===== config.mk =====
export PLATFORM = sky130hd
export DESIGN_NAME = bcd_seg_display
export DESIGN_NICKNAME = d
export VERILOG_FILES = /design/src/rtl/bcd_seg_display.sv
export SDC_FILE = /design/constraint.sdc
export NUM_CORES = 1
export LEC_CHECK = 0
export CORE_MARGIN = 2
export CORE_UTILIZATION = 55
export CTS_CLUSTER_SIZE = 8
export DETAILED_ROUTE_END_ITERATION = 8
export GPL_TIMING_DRIVEN = 0
export HOLD_SLACK_MARGIN = 0.02
export PLACE_DENSITY_LB_ADDON = 0.25
export SYNTH_ARGS = -nofsm -noshare
export SYNTH_HDL_FRONTEND = slang
export SYNTH_SLANG_ARGS = --single-unit

===== constraint.sdc =====
create_clock -name clk -period 2.2 [get_ports clk]
set_clock_uncertainty 0.1 [all_clocks]
set_input_delay 0.22 -clock clk [delete_from_list [all_inputs] [get_ports clk]]
set_output_delay 0.22 -clock clk [all_outputs]
set_load 0.005 [all_outputs]

===== src/rtl/bcd_seg_display.sv =====
// Binary-to-BCD (sequential double-dabble) converter driving a 2-digit multiplexed 7-segment display.
// Optional LEADING_ZERO_BLANK_EN: blank the tens digit when it is zero.
module bcd_seg_display #(
  parameter int unsigned SCAN_DIV = 10000,
  parameter int unsigned DIV_W    = 14
) (
  input  logic       clk,
  input  logic       xrst,
  input  logic [6:0] value,
  output logic [6:0] seg,
  output logic [1:0] dig,
  output logic [3:0] bcd_tens,
  output logic [3:0] bcd_ones,
  output logic       valid,
  output logic       ovf
);

  localparam int unsigned BIN_W = 7;
  localparam int unsigned SR_W  = 19;

  typedef enum logic [1:0] {IDLE, SHIFT, LATCH} state_t;

  state_t            state, state_n;
  logic [SR_W-1:0]   sh, sh_n;
  logic [2:0]        iter, iter_n;
  logic [BIN_W-1:0]  cap, cap_n;
  logic [BIN_W-1:0]  last_value, last_value_n;
  logic              force_cnv, force_cnv_n;
  logic [3:0]        tens_n, ones_n;
  logic              valid_n, ovf_n;
  logic [DIV_W-1:0]  prescaler;

  // Add 3 to every BCD nibble that is 5 or more before the next shift.
  function automatic logic [SR_W-1:0] dabble(input logic [SR_W-1:0] s);
    logic [SR_W-1:0] r;
    r = s;
    if (r[18:15] >= 4'd5) r[18:15] = r[18:15] + 4'd3;
    if (r[14:11] >= 4'd5) r[14:11] = r[14:11] + 4'd3;
    if (r[10:7]  >= 4'd5) r[10:7]  = r[10:7]  + 4'd3;
    return r;
  endfunction

  function automatic logic [6:0] seg_pat(input logic [3:0] d);
    logic [6:0] p;
    case (d)
      4'd0:    p = 7'h3F;
      4'd1:    p = 7'h06;
      4'd2:    p = 7'h5B;
      4'd3:    p = 7'h4F;
      4'd4:    p = 7'h66;
      4'd5:    p = 7'h6D;
      4'd6:    p = 7'h7D;
      4'd7:    p = 7'h07;
      4'd8:    p = 7'h7F;
      4'd9:    p = 7'h6F;
      default: p = 7'h00;
    endcase
    return p;
  endfunction

  always_ff @(posedge clk or posedge xrst) begin
    if (xrst) begin
      state      <= IDLE;
      sh         <= '0;
      iter       <= '0;
      cap        <= '0;
      last_value <= '0;
      force_cnv  <= 1'b1;
      bcd_tens   <= '0;
      bcd_ones   <= '0;
      valid      <= 1'b0;
      ovf        <= 1'b0;
    end else begin
      state      <= state_n;
      sh         <= sh_n;
      iter       <= iter_n;
      cap        <= cap_n;
      last_value <= last_value_n;
      force_cnv  <= force_cnv_n;
      bcd_tens   <= tens_n;
      bcd_ones   <= ones_n;
      valid      <= valid_n;
      ovf        <= ovf_n;
    end
  end

  always_comb begin
    state_n      = state;
    sh_n         = sh;
    iter_n       = iter;
    cap_n        = cap;
    last_value_n = last_value;
    force_cnv_n  = force_cnv;
    tens_n       = bcd_tens;
    ones_n       = bcd_ones;
    valid_n      = valid;
    ovf_n        = ovf;
    case (state)
      IDLE: begin
        if ((value != last_value) || force_cnv) begin
          sh_n        = {12'b0, value};
          cap_n       = value;
          force_cnv_n = 1'b0;
          iter_n      = '0;
          state_n     = SHIFT;
        end
      end
      SHIFT: begin
        sh_n   = {dabble(sh)[SR_W-2:0], 1'b0};
        iter_n = iter + 3'd1;
        if (iter == 3'd6) state_n = LATCH;
      end
      LATCH: begin
        tens_n       = sh[14:11];
        ones_n       = sh[10:7];
        ovf_n        = (sh[18:15] != 4'd0);
        valid_n      = 1'b1;
        last_value_n = cap;
        state_n      = IDLE;
      end
      default: state_n = IDLE;
    endcase
  end

  // Digit scan: toggle the active digit every SCAN_DIV clocks.
  always_ff @(posedge clk or posedge xrst) begin
    if (xrst) begin
      prescaler <= '0;
      dig       <= 2'b01;
    end else if (prescaler == DIV_W'(SCAN_DIV - 1)) begin
      prescaler <= '0;
      dig       <= {dig[0], dig[1]};
    end else begin
      prescaler <= prescaler + DIV_W'(1);
    end
  end

  always_comb begin
    seg = 7'h00;
    if (valid) begin
      if (ovf) begin
        seg = 7'h40;
      end else if (dig[1]) begin
`ifdef LEADING_ZERO_BLANK_EN
        seg = (bcd_tens == 4'd0) ? 7'h00 : seg_pat(bcd_tens);
`else
        seg = seg_pat(bcd_tens);
`endif
      end else begin
        seg = seg_pat(bcd_ones);
      end
    end
  end

endmodule


* Yosys cells after proc, flatten, opt, wreduce, memory -nomap -nowiden
Memory sizes are Yosys's and may differ from the RTL's.
Cells that the tools add are included.
** Cells by class
- Bitwise logic cells :: 0
- Multipliers :: 0
- Muxes and demuxes :: 14
- Eq/ne operators :: 7
- Shift-type cells :: 0
- Divide/modulo/power cells :: 0
- $add $sub $neg :: 5
- Reduce and logical (&&, ||, !) cells :: 7
- Order comparisons :: 3
** Operator list (number)
- case mux 19 bit (2 select lines) :: 1
- two-way mux 7 bit :: 3
- two-way mux 19 bit :: 1
- adder 14 x 1 -> 14 bit, second input constant :: 1
- == test 14 bit, second input constant :: 1
- two-way mux 14 bit :: 1
- greater-or-equal comparator 4 x 3 -> 1 bit, second input constant :: 3
- adder 4 x 2 -> 4 bit, second input constant :: 2
- two-way mux 4 bit :: 2
- != test 7 bit :: 1
- two-way mux 3 bit :: 2
- case mux 3 bit (2 select lines) :: 1
- AND reduction 2 bit :: 3
- two-way mux 2 bit :: 2
- != test 2 bit, second input constant :: 2
- case mux 2 bit (2 select lines) :: 1
- nonzero test 4 bit :: 1
- adder 3 x 1 -> 3 bit, second input constant :: 1
- adder 3 x 2 -> 3 bit, second input constant :: 1
- == test 3 bit, second input constant :: 1
- == test 2 x 1 -> 1 bit, second input constant :: 1
- == test 2 bit, second input constant :: 1
- logical NOT 2 bit :: 1
- nonzero test 2 bit :: 1
- logical OR 1 bit :: 1
** Storage, ports and cells
- Bits in latches :: 0
- Input port bits :: 9
- Bits in writable memories :: 0
- Word-level logic and storage cells :: 50
- ROM bits :: 224
- Memories kept :: 2
- Flip-flop bits (word level) :: 65
- Output and inout port bits :: 19
** Memory list
- (no name shown) :: depth 16, bits a word 7, rd ports 1, clocked after memory_dff 0, wr ports 0, line 45 : case (d)
- (no name shown) :: depth 16, bits a word 7, rd ports 1, clocked after memory_dff 0, wr ports 0, line 45

* Longest topological paths before layout
Gate-level depths: netlist of the first run.
- Depth after elaboration :: 4
- Depth in mapped cells :: 6
- Depth with buffers taken out :: 6

* Worst setup path after synthesis of the first run
Ideal clock, no wire load.
- Path kind :: register -> register
- From :: reg last_value[5]
- To :: reg cap[0]
- Library setup time :: 125 ps
- Slack :: 288 ps
- Period minus slack after synthesis :: 1912 ps
- Data required time :: 1975 ps
- Arrival :: 1687 ps
- Path buffers :: 1
- Stages on the path, launching flop included :: 6
- Cells stage by stage :: dfrtp_1 -> xor2_1 -> or4_4 -> o21ai_4 -> buf_6 -> mux2_4
** Between the ends
- Word-level cells in the longest chain between the ends :: 3
** RTL lines
- from (decl) :: line 27 : logic [BIN_W-1:0] last_value, last_value_n;
- from (signal assigned) :: line 78 : last_value <= last_value_n;
- != test 7 bit :: line 100 : if ((value != last_value) || force_cnv) begin
- logical OR 1 bit :: line 100
- AND reduction 2 bit (no line)
- to (signal assigned) :: line 77 : cap <= cap_n;
- to (decl) :: line 26 : logic [BIN_W-1:0] cap, cap_n;
No other way between the ends.
A chain may end at the register's enable or synchronous reset.

* Worst setup path in the final report of the first run
- From :: reg bcd_tens[0]
- To :: out seg[0]
** Between the ends
- Word-level cells in the longest chain between the ends :: 4
** RTL lines
- from (decl) :: line 12 : output logic [3:0] bcd_tens,
- from (signal assigned) :: line 80 : bcd_tens <= tens_n;
- memory read (16 x 7 bit)
- two-way mux 7 bit :: line 143 : end else if (dig[1]) begin
- two-way mux 7 bit :: line 141 : if (ovf) begin
- two-way mux 7 bit :: line 140 : if (valid) begin
- to (decl) :: line 10 : output logic [6:0] seg,
No other way between the ends.

==> flow_summary.toml, run 1 <==
[synthesis]
async_reset_ff_share_pct = 100
seq_area_frac_synth_pct = 46.5
synth_nets = 367
synth_ff_type = "dfrtp_1"
synth_edf_count = 0
yosysUniqueCellTypes = 43
yosys_warnings = 0
syn-mean-instance-area_um2 = 10.4
synth_area_um2 = 3500
synth_cells = 336
synth-seq-cells = 65

[power_and_ir_drop]
leakage_nw = 1.89
power_frac_comb_pct = 45.3
internal_power_mw = 3.38
power_switching_mw = 1.95
p_per_area_nw_per_um2 = 1280
p_total_mw = 5.32
swShare_pct = 36.6
seqPwrFrac_pct = 35.5
clkPwrFrac_pct = 19.3
ir_worst_vdd_v = 0.000909

[timing]
hold_viol = 0
setup_violations = 0
setup_slack_ns = 0.0303
max_freq_ghz = 0.461
maxSlewViolCount = 0
finalCritPeriodShare_pct = 98.6
period_minus_slack_ns = 2.17
slew_headroom_pct = 52.9
rsz0062_at_grt = "true"
max_slew.worst_pin.slew_ns = 0.706

[clock_network]
cts-root-buf = "clkbuf_8"
cts_tree = "done"
clk_latency_ns = 0.35
postCtsHoldBufs = 0
clk_pin_slew_ns = 0.07
h-tree-depth = 3
clockBufferDepth = 2
cts.sinks = 65
cts_buffers = 9

[worst_setup_path]
startpoint_type = "flop"
path_class = "flop to output pin"
max_stage_delay_ns = 0.43
cp.required_ns = 1.88
r2r_end = "cap[0]$_DFFE_PP0P_"
crit_path_start = "bcd_tens[0]$_DFFE_PP0N_"
reg2reg_slack_ns = 0.11
cp_max_fo = 3
end_kind = "output pin"
r2r_cells = 5
crit_arrival_ns = 1.85
crit_chain = "buf_6 > ha_4 > mux2_4 > o21ai_2 > a31oi_1 > nor3_1 > buf_2"
critPathCapture = "seg[0]"
r2r_start = "last_value[5]$_DFFE_PP0N_"
critPathSlowestCell = "dfrtp_2"

[global_route]
grt_max_degree = 35
grtUsageTotal_pct = 20.3
met3_usage_pct = 4.35
grt_pass1_wl_um = 11300
grt_use_met1_pct = 27.4
grt_overflow = 0
grt_busiest_layer = "met2"
met2_usage_pct = 31.0
antenna_found_initial = 0
grt_pass1_vias = 2522

[finish]
area_growth_pct = 18.9
final_area_um2 = 4160
diodes = 0
fin_cells = 465
nets = 414
drive_gt1_share_pct = 19.8

[drt]
drt-vias-per-instance = 5.59
via_count = 2598
drt_iter0_markers = 98
dr.pass1.iters = 4
drc_errors = 0
drt_wl_total_um = 6710
routedWlPerCell_um = 14.4
drtAntennaViolNets = 0

[placement]
numPlacedInstances = 441
pre_cts_slack_ns = -0.245
place_area_um2 = 3890
post-dp-hpwl_um = 4650
port_buffers = 27
gp_congestion = 0.766

[floorplan]
die_height_um = 83.8
core_um2 = 6240
start_util_pct = 56.1
ioPinCount = 28
die-area_um2 = 7020
num_rows = 29
die_w_um = 83.8

[worst_hold_path]
hp-class = "input port to async pin"

[outcome]
outcome = "completed"

[job]
maxCapViolCount = 0
==> stage by stage <==
step	hold slack [ns]	setup TNS [ns]	util [%]
after floorplan	0.244	0	-
after global placement	0.365	-52.71	61.9
after detailed placement	0.369	-1.82	62.3
after CTS	0.202	0	66.3
after global routing	0.256	-0.0873	66.7
final	0.197	0	66.7
==> Yosys cell counts, types with 4 or more instances <==
master     n  area, um2
nor4b_1    4       35.0
nand4_1    5       31.3
ha_1      22        275
o21ai_0   22        110
nor2_1    13       48.8
nand2b_1   9       56.3
a31oi_1    5       31.3
a21oi_1    8       40.0
nand3_1    6       30.0
o22ai_1   10       62.6
xor2_1    11       96.3
mux2_2    23        259
o221ai_1   6       52.6
dfrtp_1   63       1580
clkbuf_1   9       33.8
inv_1     32        120
nor3_1     4       20.0
xnor2_1   14        123
nand2_1   32        120
==> cells in the final DEF (no fill, tap or decap), drive strengths merged, types with 2 or more instances in the layout <==
| cell | netlist | routed |
|---|---|---|
| inv | 32 | 32 |
| o21a | 2 | 2 |
| a221oi | 3 | 3 |
| and4 | 2 | 2 |
| nand4 | 5 | 5 |
| buf | 4 | 18 |
| clkinv | 0 | 2 |
| o221ai | 6 | 6 |
| clkdlybuf4s50 | 0 | 20 |
| nor3b | 3 | 3 |
| nor4b | 4 | 4 |
| dlygate4sd2 | 0 | 3 |
| o21ai | 23 | 23 |
| nor2 | 13 | 13 |
| dfstp | 2 | 2 |
| ha | 22 | 22 |
| a31oi | 5 | 5 |
| nand2 | 32 | 32 |
| mux2i | 2 | 2 |
| mux2 | 25 | 25 |
| xor2 | 11 | 11 |
| a211oi | 3 | 3 |
| nor3 | 5 | 5 |
| nand3 | 6 | 6 |
| clkbuf | 9 | 21 |
| a21oi | 8 | 8 |
| xnor2 | 14 | 14 |
| nand2b | 9 | 9 |
| dfrtp | 63 | 63 |
| o22ai | 10 | 10 |
| nor2b | 2 | 2 |
| a311oi | 2 | 2 |
==> kinds of logic (layout without fill, tap and decap cells) <==
family,Yosys count,in the layout,synth area share (%)
compound gates,65,65,12.0
xor+xnor,25,25,6.26
fa+ha+maj,22,22,7.87
buf+inv,45,97,5.26
flops,65,65,46.5
mux,27,27,8.83
simple gates,87,87,13.2
==> sequential cells by signal (all words and copies together), names as in the netlist, 2 cells and up <==
name / count
bcd_ones: 4
state: 2
dig: 2
cap: 7
last_value: 7
sh: 19
bcd_tens: 4
iter: 3
prescaler: 14
==> metal layers <==
metal  vias to the layer above  wire (um)
li1                       1269          -
met1                      1257       3160
met2                        54       3160
met5                         -          0
met4                         0        155
met3                        18        231
==> timing repair <==
| item | 4_1_cts | 5_1_grt |
|---|---|---|
| buffers inserted | 9 | 0 |
| endpoints found under the setup margin | 7 | 6 |
| resized for setup | 29 | 12 |
| pin swaps | 2 | 7 |
==> area by class of cell <==
| type | instances | area (um2) |
|---|---|---|
| Fill cell | 494 | 2080 |
| Multi-Input combinational cell | 226 | 1710 |
| Sequential cell | 65 | 1640 |
| Timing Repair Buffer | 37 | 338 |
| Clock buffer | 13 | 159 |
| Inverter | 32 | 123 |
| Tap cell | 77 | 96.3 |
| Buffer | 12 | 62.6 |
| Clock inverter | 3 | 40.0 |
==> critical path: cells and delay by family, from the launching register on <==
| kind | cells | cell delay (ns) |
|---|---|---|
| compound gates | 2 | 0.22 |
| fa+ha+maj | 1 | 0.14 |
| buf+inv | 2 | 0.27 |
| flops | 1 | 0.43 |
| mux | 1 | 0.26 |
| simple gates | 1 | 0.18 |
==> worst min path at each step <==
| stage | startpoint | to | cells past startpoint |
|---|---|---|---|
| final | xrst | prescaler[10]$_DFF_PP0_ | 2 |
| after global placement | sh[2]$_DFFE_PP0P_ | sh[3]$_DFFE_PP0P_ | 2 |
| after CTS | xrst | prescaler[10]$_DFF_PP0_ | 2 |
| after global routing | xrst | prescaler[10]$_DFF_PP0_ | 2 |
| after detailed placement | sh[3]$_DFFE_PP0P_ | sh[4]$_DFFE_PP0P_ | 2 |
| after floorplan | value[0] | sh[0]$_DFFE_PP0P_ | 1 |
==> power groups by stage <==
stage	registers [mW]	clock network [mW]	logic, mW
2_1_floorplan	1.83	0	1.60
3_3_place_gp	1.89	0	2.28
3_5_place_dp	1.91	0	2.36
4_1_cts	1.88	1.05	2.38
5_1_grt	1.94	1.11	2.68
6_report	1.89	1.03	2.41
Power figures use the tool's default switching activity.
==> run 2, diff against run 1 <==
CORE_UTILIZATION = 58   (was 55)
CTS_BUF_LIST = sky130_fd_sc_hd__clkbuf_16   (was unset)
==> flow_summary.toml, run 2 (synthesized netlist as in run 1, its figures left out) <==
[outcome]
outcome = "completed"

[worst_setup_path]
r2r_end = "cap[0]$_DFFE_PP0P_"
cp.required_ns = 1.88
cp_max_fo = 5
r2r_cells = 5
crit_arrival_ns = 1.83
critPathCapture = "seg[2]"
startpoint_type = "flop"
reg2reg_slack_ns = 0.12
crit_path_start = "bcd_ones[1]$_DFFE_PP0N_"
path_class = "flop to output pin"
end_kind = "output pin"
r2r_start = "last_value[5]$_DFFE_PP0N_"

[finish]
drive_gt1_share_pct = 19.9
top_regs = "sh x19, prescaler x14"
final_cell_mix = "dfrtp_1 (59), nand2_1 (32), inv_1 (28)"
area_growth_pct = 20.5
top_register = "sh"
largest_reg_flops = 19
final_area_um2 = 4220
diodes = 0
final_common_cell = "dfrtp_1"
fillCellCount = 425
nets = 412

[global_route]
grt_pass1_wl_um = 11400
antenna_found_initial = 0
grt_overflow = 0
grt_pass1_vias = 2442
grt_max_degree = 37
grtUsageTotal_pct = 22.9

[clock_network]
postCtsHoldBufs = 0
cts_tree = "done"
cts-root-buf = "clkbuf_16"
clk_latency_ns = 0.33
cts.sinks = 65
h-tree-depth = 3
cts_buffers = 9
clockBufferDepth = 2
clk_pin_slew_ns = 0.06

[timing]
maxSlewViolCount = 0
period_minus_slack_ns = 2.15
hold_viol = 0
tns_ns = 0
max_slew.worst_pin.slew_ns = 0.775
timing.hold.ws_ns = 0.251
max_freq_ghz = 0.464
finalCritPeriodShare_pct = 97.9
slew_headroom_pct = 48.2
setup_violations = 0
rsz0062_at_grt = "true"

[drt]
drc_errors = 0
drt_wl_total_um = 7050
routedWlPerCell_um = 15.3
drtAntennaViolNets = 0
via_count = 2599
drt-vias-per-instance = 5.64
drt_iter0_markers = 123
dr.pass1.iters = 4

[placement]
place_area_um2 = 3880
gp_congestion = 0.740
post-dp-hpwl_um = 4700
port_buffers = 27

[floorplan]
core_um2 = 5890
die_w_um = 81.7
die_height_um = 81.7
num_rows = 28
ioPinCount = 28
die-area_um2 = 6670
start_util_pct = 59.5

[job]
maxCapViolCount = 0

[power_and_ir_drop]
leakage_nw = 1.90
ir_worst_vdd_v = 0.000846
p_per_area_nw_per_um2 = 1350

[worst_hold_path]
hp-class = "input port to async pin"
## run 2: cell count changes in the layout (fill, tap and decap cells not counted), sizes merged
cell / delta
clkbuf: -1
clkinvlp: +3
buf: -4
clkinv: +1
dlygate4sd2: -1
## run 2: how the worst min path moves through the flow
| stage | from | endpoint |
|---|---|---|
| global placement | sh[5]$_DFFE_PP0P_ | sh[6]$_DFFE_PP0P_ |
| floorplan | value[0] | sh[0]$_DFFE_PP0P_ |
| global route | xrst | prescaler[8]$_DFF_PP0_ |
| finish | xrst | prescaler[8]$_DFF_PP0_ |
| CTS | xrst | prescaler[8]$_DFF_PP0_ |
| detailed placement | sh[3]$_DFFE_PP0P_ | sh[4]$_DFFE_PP0P_ |
## run 2: per-stage QoR
step,utilization [%],power (mW),worst slack (ns),cells
global route,71.7,6.11,-0.0133,461
detailed placement,66.0,4.29,-0.215,439
global placement,65.6,4.17,-0.832,438
CTS,71.8,5.72,0.00109,460
floorplan,-,3.44,0.257,336
finish,71.7,5.71,0.0459,461
## run 2: repair_timing
item                       CTS  global route
pin swaps                    4             5
buffers inserted             6             1
setup endpoints to repair    7             5
hold endpoints to repair     0             0
gates resized for setup     19            16
## run 2: critical path, cell delays in order (launching register included)
cell	delay (ns)
dfrtp_2	0.43
buf_4	0.15
ha_1	0.20
a21oi_1	0.17
a311oi_1	0.08
a211oi_1	0.21
dlygate4sd2_1	0.26
## run 2: report_power, final
part / internal, mW / switching, mW / leakage [nW] / total [mW]
clock network: 0.873 / 0.534 / 0.137 / 1.41
registers: 1.58 / 0.325 / 0.809 / 1.90
logic: 1.20 / 1.19 / 0.955 / 2.40
## run 2: layout make-up
class	instances	area, um2	share of cell area, %
Clock inverter	7	71.3	1.69
Tap cell	75	93.8	2.22
Clock buffer	9	225	5.34
Inverter	32	120	2.85
Timing Repair Buffer	35	315	7.48
Sequential cell	65	1630	38.7
Buffer	12	61.3	1.45
Multi-Input combinational cell	226	1700	40.2
## run 2: per-layer routing
metal	GRT usage, %	routed length (um)	share of wire, %	up-vias
met5	0	0	0	-
met4	8.00	95	1.3	0
met3	4.95	237	3.4	9
met2	38.9	3490	50	54
met1	28.9	3220	46	1273
li1	-	-	-	1263
